===== src/rtl/timer_regfile.sv =====
// -----------------------------------------------------------------------------
// timer_regfile
//   Host-facing register file for a single timer. It decodes a small 4-word
//   bus, gives the timer its start/halt pulses, mode and terminal count, reads
//   back the timer state, and turns the timer's terminal-count event into a
//   sticky interrupt flag that the host clears by writing 1 to it.
//
//   Register map (word-decoded from bus_addr[3:2]):
//     0x0 CTRL      W: bit0 start (pulse), bit1 halt (pulse), bit2 mode,
//                      bit3 int_enable (mask build only)
//                   R: {28'b0, int_enable|0, mode, 2'b0}
//     0x4 TERMCOUNT RW, drives ro_termcount
//     0x8 STATUS    R: {30'b0, int_pending, rf_status}; W: bit1 = 1 clears
//                      int_pending
//     0xC CURRCOUNT R: rf_currcount sampled on the strobe cycle
//
//   Build option: define TIMER_REGFILE_IRQ_MASK_EN to add the CTRL bit3
//   interrupt enable (reset 0) that gates irq. Without it irq = int_pending.
//
// Ports
//   clk           in   rising-edge clock
//   reset         in   synchronous active-low reset
//   bus_wr        in   write strobe, one cycle per access
//   bus_rd        in   read strobe, one cycle per access
//   bus_addr      in   [3:0] byte address, bits [1:0] ignored
//   bus_wdata     in   [31:0] write data
//   bus_rdata     out  [31:0] read data, valid with bus_ack, 0 otherwise
//   bus_ack       out  access-complete pulse, cycle after the strobe
//   ro_trig_start out  timer start pulse
//   ro_trig_halt  out  timer halt pulse
//   ro_mode       out  timer mode (1 = auto-reload)
//   ro_termcount  out  [31:0] timer terminal count
//   rf_status     in   timer running
//   rf_currcount  in   [31:0] timer current count
//   rf_int        in   timer terminal-count event (level or pulse)
//   irq           out  registered interrupt request to host
// -----------------------------------------------------------------------------
module timer_regfile (
  input  logic        clk,
  input  logic        reset,
  input  logic        bus_wr,
  input  logic        bus_rd,
  input  logic [3:0]  bus_addr,
  input  logic [31:0] bus_wdata,
  output logic [31:0] bus_rdata,
  output logic        bus_ack,
  output logic        ro_trig_start,
  output logic        ro_trig_halt,
  output logic        ro_mode,
  output logic [31:0] ro_termcount,
  input  logic        rf_status,
  input  logic [31:0] rf_currcount,
  input  logic        rf_int,
  output logic        irq
);

  localparam logic [1:0] ADDR_CTRL      = 2'd0;
  localparam logic [1:0] ADDR_TERMCOUNT = 2'd1;
  localparam logic [1:0] ADDR_STATUS    = 2'd2;
  localparam logic [1:0] ADDR_CURRCOUNT = 2'd3;

  logic        r_ack;
  logic [31:0] r_rdata;
  logic        r_trig_start;
  logic        r_trig_halt;
  logic        r_mode;
  logic [31:0] r_termcount;
  logic        r_int_d;
  logic        r_int_pending;
  logic        r_irq;

  logic [1:0]  w_word;
  logic        w_strobe;
  logic        w_rd_only;
  logic        w_wr_ctrl;
  logic        w_wr_termcount;
  logic        w_int_rise;
  logic        w_int_clr;
  logic        w_int_en;
  logic [31:0] w_rdata_mux;
  logic        w_unused;

  // Byte-lane bits of the address carry no meaning in a word-only map.
  assign w_unused = ^bus_addr[1:0];

  assign w_word         = bus_addr[3:2];
  assign w_strobe       = bus_wr | bus_rd;
  // A simultaneous write wins; the read half is dropped and rdata stays 0.
  assign w_rd_only      = bus_rd & ~bus_wr;
  assign w_wr_ctrl      = bus_wr & (w_word == ADDR_CTRL);
  assign w_wr_termcount = bus_wr & (w_word == ADDR_TERMCOUNT);
  // Edge detect so a level-style rf_int only raises one event per assertion.
  assign w_int_rise     = rf_int & ~r_int_d;
  assign w_int_clr      = bus_wr & (w_word == ADDR_STATUS) & bus_wdata[1];

`ifdef TIMER_REGFILE_IRQ_MASK_EN
  logic r_int_en;

  always_ff @(posedge clk) begin
    if (!reset) begin
      r_int_en <= 1'b0;
    end else if (w_wr_ctrl) begin
      r_int_en <= bus_wdata[3];
    end
  end

  assign w_int_en = r_int_en;
`else
  assign w_int_en = 1'b1;
`endif

  // Read mux: values are taken on the strobe cycle and registered, so the
  // data returned with bus_ack reflects the state at the time of the request.
  always_comb begin
    w_rdata_mux = 32'd0;
    case (w_word)
      ADDR_CTRL: begin
        w_rdata_mux[2] = r_mode;
`ifdef TIMER_REGFILE_IRQ_MASK_EN
        w_rdata_mux[3] = r_int_en;
`endif
      end
      ADDR_TERMCOUNT: w_rdata_mux = r_termcount;
      ADDR_STATUS:    w_rdata_mux = {30'd0, r_int_pending, rf_status};
      ADDR_CURRCOUNT: w_rdata_mux = rf_currcount;
      default:        w_rdata_mux = 32'd0;
    endcase
  end

  // Bus response, timer controls and interrupt flag; all one cycle after the
  // strobe that caused them.
  always_ff @(posedge clk) begin
    if (!reset) begin
      r_ack         <= 1'b0;
      r_rdata       <= 32'd0;
      r_trig_start  <= 1'b0;
      r_trig_halt   <= 1'b0;
      r_mode        <= 1'b0;
      r_termcount   <= 32'd0;
      r_int_d       <= 1'b0;
      r_int_pending <= 1'b0;
      r_irq         <= 1'b0;
    end else begin
      r_ack        <= w_strobe;
      r_rdata      <= w_rd_only ? w_rdata_mux : 32'd0;
      // Halt takes priority: a start+halt write only halts.
      r_trig_halt  <= w_wr_ctrl & bus_wdata[1];
      r_trig_start <= w_wr_ctrl & bus_wdata[0] & ~bus_wdata[1];
      if (w_wr_ctrl) begin
        r_mode <= bus_wdata[2];
      end
      if (w_wr_termcount) begin
        r_termcount <= bus_wdata;
      end
      r_int_d <= rf_int;
      // A new event arriving with the clear must not be lost: set wins.
      if (w_int_rise) begin
        r_int_pending <= 1'b1;
      end else if (w_int_clr) begin
        r_int_pending <= 1'b0;
      end
      r_irq <= r_int_pending & w_int_en;
    end
  end

  assign bus_ack       = r_ack;
  assign bus_rdata     = r_rdata;
  assign ro_trig_start = r_trig_start;
  assign ro_trig_halt  = r_trig_halt;
  assign ro_mode       = r_mode;
  assign ro_termcount  = r_termcount;
  assign irq           = r_irq;

endmodule


===== config.mk =====
export PLATFORM = sky130hd
export DESIGN_NAME = timer_regfile
export DESIGN_NICKNAME = d
export VERILOG_FILES = /design/src/rtl/timer_regfile.sv
export SDC_FILE = /design/constraint.sdc
export NUM_CORES = 1
export LEC_CHECK = 0
export ABC_AREA = 1
export BUFFER_PORTS_ARGS = -buffer_cell sky130_fd_sc_hd__buf_2
export CAP_MARGIN = 30
export CORE_MARGIN = 2
export CORE_UTILIZATION = 45
export DETAILED_ROUTE_END_ITERATION = 8
export PLACE_DENSITY = 0.84
export SLEW_MARGIN = 10
export SYNTH_ARGS = -nofsm -noshare
export SYNTH_HDL_FRONTEND = slang
export SYNTH_SLANG_ARGS = --single-unit

===== constraint.sdc =====
create_clock -name clk -period 1.1 [get_ports clk]
set_clock_uncertainty 0.05 [all_clocks]
set_input_delay 0 -clock clk [delete_from_list [all_inputs] [get_ports clk]]
set_output_delay 0 -clock clk [all_outputs]
set_load 0.02 [all_outputs]

* Yosys cells after proc, flatten, opt, wreduce, memory -nomap -nowiden
Index checks and enable logic that the tools add are counted.
W data, S select, Z words.
** Storage, ports and cells
- Register bits after elaboration :: 71
** Operators by class
- Equality and inequality tests :: 3
- Mux-type cells :: 5
- Bitwise logic cells :: 13
- Reductions and logical operators :: 3
** Operator list (number)
- $pmux W29 S2 :: 1
- $and A1 B1 Y1 :: 9
- $pmux W2 S3 :: 1
- $eq A2 B2 Y1 const B :: 2
- $pmux W1 S4 :: 1
- $not A1 Y1 :: 3
- $eq A2 B1 Y1 const B :: 1
- $logic_not A2 Y1 :: 1
- $mux W1 :: 2
- $reduce_and A2 Y1 :: 1
- $reduce_bool A2 Y1 :: 1
- $or A1 B1 Y1 :: 1

* Logic depth before layout (Yosys ltp)
Gate-level depths: netlist of run 1.
- Depth in word-level cells :: 5
- Depth in mapped cells :: 7

* Worst setup path after synthesis of run 1
OpenSTA, ideal clock, no wires.
- Kind :: register to register
- Start :: register r_termcount[2] (netlist: ro_termcount[2])
- End :: register r_rdata[2] (netlist: bus_rdata[2])
- Library setup time :: 0.056 ns
- Data arrival time :: 0.692 ns
- Data required time :: 0.994 ns
- Path slack :: 0.302 ns
- Cell stages (with the launch flop) :: 5
- Buffers on the path :: 0
- Clock period less this slack :: 0.798 ns
- Path through :: dfxtp_1 > nand3_1 > nand3_1 > nand2_1 > inv_1
** Between the ends
- Word-level cells in the longest chain between the ends :: 1
** Ends and longest elaborated chain
- start, declared :: line 67 : logic [31:0] r_termcount;
- start signal, assigned :: line 153 : r_termcount <= bus_wdata;
- $pmux W1 S4 :: line 116 : case (w_word)
- end signal, assigned :: line 145 : r_rdata <= w_rd_only ? w_rdata_mux : 32'd0;
- end, declared :: line 63 : logic [31:0] r_rdata;
Every way passes these cells.
A chain may end at the register's enable or synchronous reset.

* Worst setup path in the final report of run 1
- Start :: input bus_rd
- End :: register r_rdata[1] (netlist: bus_rdata[1])
** Between the ends
- Word-level cells in the longest chain between the ends :: 2
** Ends and longest elaborated chain
- start, declared :: line 42 : input logic bus_rd,
- $and A1 B1 Y1 :: line 89 : assign w_rd_only = bus_rd & ~bus_wr;
- $reduce_and A2 Y1 (no source line)
Every way passes these cells.

==> metrics.cfg, run 1 <==
[outcome]
outcome=finished clean

[worst_setup_path]
cp-end-kind=flop
r2r_slack_ns=0.29
crit_chain=dlygate4sd3_1, buf_2, nand3_1, buf_4, inv_2, nand2_1, inv_1
crit_slowest_cell=dlygate4sd3_1
cp_max_fo=13
required_ns=1.27
crit_type=in -> reg
worst_setup_path_start_kind=input port
max_stage_delay_ns=0.53
crit_arrival_ns=1.22

[timing]
fin_ws_ns=0.0515
period_needed_ns=1.05
drv_slew=0
max_freq_mhz=954
report.final.hold_viol_count=0
rsz0062_at_grt=false
finalCritPeriodShare_pct=95.3
finalSetupViolCount=0
tns_ns=0
tightest_slew_ns=0.233
max_slew_margin_pct=84.5

[route]
wl_per_cell_um=13.2
via_per_inst=4.65
drt_iter0_drc=114
ant_nets=0
drt-total-wl_um=8860
drc_errors=0
vias=3120
first_pass_iters=4

[pwr]
p_sw_mw=1.50
power_frac_comb_pct=14.1
clockPowerShare_pct=43.8
p_seq_share_pct=42.1
power_mw=6.46
leakage_nw=2.38
peakVddDrop_v=0.00103
swShare_pct=23.2
power_density_nw_per_um2=1410
p_int_mw=4.96

[clock_tree]
clock-sinks=71
cts_root_buf=clkbuf_8
cts_tree=yes
cts_repair_resize_count=0
clk_latency_ns=0.33
cts_made_buffers=9
cts_max_level=3
cts.clk_slew.worst_paths_ns=0.07
cts.path.max_buffers=2

[placement]
gp_congestion=0.801
hpwlAfterDp_um=5040
portBuffers=140
place_ws_ns=0.138
placed_cell_area_um2=3600

[cells_and_area]
insertedDiodeCount=0
drive_gt1_share_pct=32.4
fin_nets=665
finalInstanceArea_um2=4570
syn2layout_area_growth_pct=61.1

[global_routing]
grt_pass1_wl_um=13900
antenna_found_initial=0
grt_util_all_layers_pct=24.9
grt-ovfl-total=0
grt_pass1_vias=3127
grt_max_degree=26

[synthesis]
syn_nets=456
synth_cell_type_count=23
synth_area_um2=2840
syn_inst=382
synth_seq_cells=71
ys_seq_area_share_pct=50.1
syn_area_per_cell_um2=7.43
yosys_warnings=0

[floorplanning]
ios=143
die_width_um=83.4
die_h_um=83.4
dieArea_um2=6960
rows=28
initial_core_util_pct=47.4
core-area_um2=5990

[flow_run]
cap_viol_max_count=0

[min_path]
min_path_type=in -> reg

## routing by layer
layer / wire, µm / track usage [%]
met5: 0 / 0
met4: 380 / 15.8
met3: 588 / 5.86
met2: 4530 / 44.9
met1: 3360 / 25.8
## state kept, by name, indices dropped and copies added, names as in the netlist
name	flops
bus_ack	1
ro_trig_start	1
bus_rdata	32
r_int_d	1
ro_termcount	32
r_int_pending	1
ro_mode	1
ro_trig_halt	1
irq	1
## synth_stat cells (all sizes together)
library cell,count,area share (%)
nor2,67,9.1
nand3b,2,0.53
dfxtp,71,50
nand3,14,2.9
clkbuf,1,0.13
inv,41,5.5
o21a,1,0.26
buf,21,6.0
a21oi,30,6.6
nand2,131,18
o21ai,2,0.35
nand4,1,0.22
## metrics by stage
step | util, % | cells | hold WS, ns
global route | 76.3 | 671 | 0.0288
floorplan | - | 382 | 0.0566
CTS | 76.3 | 671 | 0.00980
detailed placement | 60.1 | 586 | 0.154
finish | 76.3 | 671 | 0.0256
global placement | 60.1 | 586 | 0.148
## final timing paths
path	cells after the start	to	start
hold / removal	4	ro_mode	bus_wr
hold reg to reg	2	irq	r_int_pending
setup reg to reg	2	bus_rdata[15]	ro_termcount[15]
setup / recovery	7	bus_rdata[1]	bus_rd
## layout by cell type (no fill, tap or decap)
| cell type | n |
|---|---|
| o21ai_0 | 1 |
| nand3_4 | 1 |
| nand3_1 | 13 |
| clkinvlp_4 | 1 |
| nand4_1 | 1 |
| clkbuf_8 | 11 |
| buf_12 | 5 |
| dlygate4sd3_1 | 69 |
| nand3b_1 | 2 |
| nand2_1 | 121 |
| buf_2 | 140 |
| o21a_1 | 1 |
| nand2_2 | 10 |
| bufinv_16 | 4 |
| a21oi_1 | 20 |
| nor2_4 | 1 |
| a21oi_2 | 10 |
| buf_4 | 6 |
| nor2_1 | 66 |
| inv_1 | 37 |
| inv_2 | 3 |
| inv_4 | 1 |
| o21ai_1 | 1 |
| dfxtp_1 | 71 |
## cell type report
cell class	instances	area (µm²)
Timing Repair Buffer	220	1540
Multi-Input combinational cell	248	1080
Fill cell	414	1420
Clock buffer	11	151
Clock inverter	5	128
Inverter	41	156
Sequential cell	71	1420
Tap cell	75	93.8
## power groups by stage
stage	clock (mW)	sequential, mW	combinational (mW)
after floorplan	0	2.87	0.314
after global placement	0	2.77	0.677
after detailed placement	0	2.78	0.690
after CTS	2.89	2.72	0.883
after global routing	3.01	2.73	0.984
final	2.83	2.72	0.908
## cells by family after synthesis
kind of cell	count (synthesis)	share of synthesized area (%)
buffers and inverters	63	11.7
flip-flops	71	50.1
AO/OA/AOI/OAI	33	7.23
AND/OR/NAND/NOR	215	31.0
## worst max-delay path, delay by kind of cell
kind	cells	cell delay, ns
buffers and inverters	5	1.03
AND/OR/NAND/NOR	2	0.18
## what timing repair did
action                                 CTS  global route
hold buffers                            69             0
setup buffers                            0             0
endpoints found under the hold margin   70             0
(Power assumes the default switching activity.)
==> inputs of run 2 (changes only) <==
--- a/config.mk
+++ b/config.mk
@@ -9,9 +9,10 @@
 export BUFFER_PORTS_ARGS = -buffer_cell sky130_fd_sc_hd__buf_2
 export CAP_MARGIN = 30
 export CORE_MARGIN = 2
-export CORE_UTILIZATION = 45
+export CORE_UTILIZATION = 47
+export CTS_BUF_LIST = sky130_fd_sc_hd__clkbuf_2
 export DETAILED_ROUTE_END_ITERATION = 8
-export PLACE_DENSITY = 0.84
+export PLACE_DENSITY = 0.87
 export SLEW_MARGIN = 10
 export SYNTH_ARGS = -nofsm -noshare
 export SYNTH_HDL_FRONTEND = slang
==> run 2 against run 1 <==
The run now ends with hold timing, setup timing left. Worst hold slack got worse by 0.11 ns. Count of clock-buffer cells in the layout fell by 1. Routed wire length rose by 25%. Cell count rose by 2.5%. Combinational power rose by 21%. Die area fell by 4.1%. Flip-flop and latch count did not move. Sequential power barely moved. Clock power fell by 60%. Critical endpoint is now bus_rdata[6].
==> metrics.cfg, run 2 (synthesis results as in run 1) <==
[global_routing]
grt_max_degree=38
use_met2_pct=53.1
gr-usage-met3_pct=7.91
antenna_found_initial=0
grt-ovfl-total=0
met1_usage_pct=29.6
grt_pass1_vias=3012
grt_util_all_layers_pct=28.5
grt_pass1_wl_um=14100
busiest_layer=met2

[flow_run]
cap_viol_max_count=0

[clock_tree]
clk_latency_ns=0.49
cts_made_buffers=9
clock-sinks=71
cts_max_level=3
cts_root_buf=clkbuf_2
cts.path.max_buffers=2
cts.clk_slew.worst_paths_ns=0.18
cts_tree=yes
postCtsHoldBufs=75

[worst_setup_path]
worst_setup_path_start_kind=input port
crit_arrival_ns=1.50
r2r-start=ro_termcount[23]
cp-end-kind=flop
crit_type=in -> reg
cp_max_fo=15
required_ns=1.47
startpoint=bus_addr[2]

[min_path]
min_path_type=in -> reg
hp-start=reset

[cells_and_area]
final_cell_mix=nand2_1, dlygate4sd3_1, buf_2
fin_nets=684
fillers=311
multi_input_area_um2=1090
insertedDiodeCount=0
syn2layout_area_growth_pct=74.4
regArea_um2=1490
layout.cells.most_common=nand2_1
drive_gt1_share_pct=41.3

[route]
via_per_inst=4.98
ant_nets=0
first_pass_iters=5
vias=3423
drc_errors=0
drt_iter0_drc=212
drt-total-wl_um=11100
wl_per_cell_um=16.1

[pwr]
power_mw=4.97
p_sw_mw=1.47
p_int_mw=3.50
clockPowerShare_pct=22.5
p_seq_share_pct=55.4
power_frac_comb_pct=22.1
peakVddDrop_v=0.000702
power_density_nw_per_um2=1000
swShare_pct=29.6
leakage_nw=2.45

[floorplanning]
core-area_um2=5890
ios=143
die_h_um=81.7
rows=28
die_width_um=81.7
dieArea_um2=6670
initial_core_util_pct=48.2

[timing]
whs_ns=-0.0839
report.final.hold_viol_count=29
period_needed_ns=1.13
fin_ws_ns=-0.0306
finalCritPeriodShare_pct=103
finalSetupViolCount=4
drv_slew=0
rsz0062_at_grt=true
max_slew_margin_pct=59.5
max_freq_mhz=884
tightest_slew_ns=0.605

[outcome]
outcome=finished, violations left
violations=hold timing, setup timing

[placement]
portBuffers=140
gp_congestion=0.868
hpwlAfterDp_um=5050

## run 2: changes by cell type in the layout (fill, tap and decap cells not counted), moves of 10 or more
cell / delta
buf_2: -69
dfxtp_1: -52
buf_6: +51
dfxtp_2: +51
buf_4: +31
clkbuf_8: -11
clkbuf_2: +10
## run 2: power groups by stage
stage	sequential, mW	clock (mW)	combinational, mW
6_report	2.75	1.12	1.10
5_1_grt	2.76	1.24	1.17
4_1_cts	2.73	1.11	0.897
3_5_place_dp	2.78	0	0.686
3_3_place_gp	2.77	0	0.671
2_1_floorplan	2.87	0	0.314
## run 2: timing repair
action	in CTS	in global routing
cloned	0	0
setup endpoints to repair	31	72
endpoints found under the hold margin	71	30
setup buffers	0	14
gates resized for setup	33	143
pin swaps	0	0
## run 2: per-stage QoR
step / setup TNS [ns] / cell area, µm² / utilization (%) / worst slack [ns] / instances
after floorplan: 0 / 2840 / - / 0.302 / 382
after global placement: 0 / 3590 / 61.1 / 0.173 / 585
after detailed placement: 0 / 3590 / 61.1 / 0.131 / 585
after CTS: 0 / 4460 / 75.7 / 0.000781 / 674
after global routing: -0.871 / 4950 / 84.1 / -0.0621 / 688
final: -0.0883 / 4950 / 84.1 / -0.0306 / 688
## run 2: critical path, stage by stage
cell and delay, ns:
dlygate4sd3_1 0.54, buf_2 0.26, nand2_1 0.10, inv_2 0.09, buf_4 0.20, nand2_1 0.12, a21oi_2 0.18
## run 2: layer usage
layer  wire length, µm  vias to the layer above
met2              6060                      236
met3               948                       45
met4               452                        0
met5                 0                        -
met1              3630                     1544
li1                  -                     1598
## run 2: path summary, 6_finish.rpt
path	slack, ns	end	cells past startpoint
min	-0.08	ro_termcount[9]	4
min reg2reg	0.39	r_int_pending	1
max	-0.03	bus_rdata[6]	7
max reg2reg	0.16	ro_termcount[23]	5
## run 2: layout make-up
cell class | instances | area share (%)
clock buffer | 10 | 1.01
clock inverter | 4 | 0.303
inverter | 41 | 3.16
multi-input combinational | 248 | 22.0
sequential | 71 | 30.1
tap | 75 | 1.90
timing repair buffer | 239 | 41.6
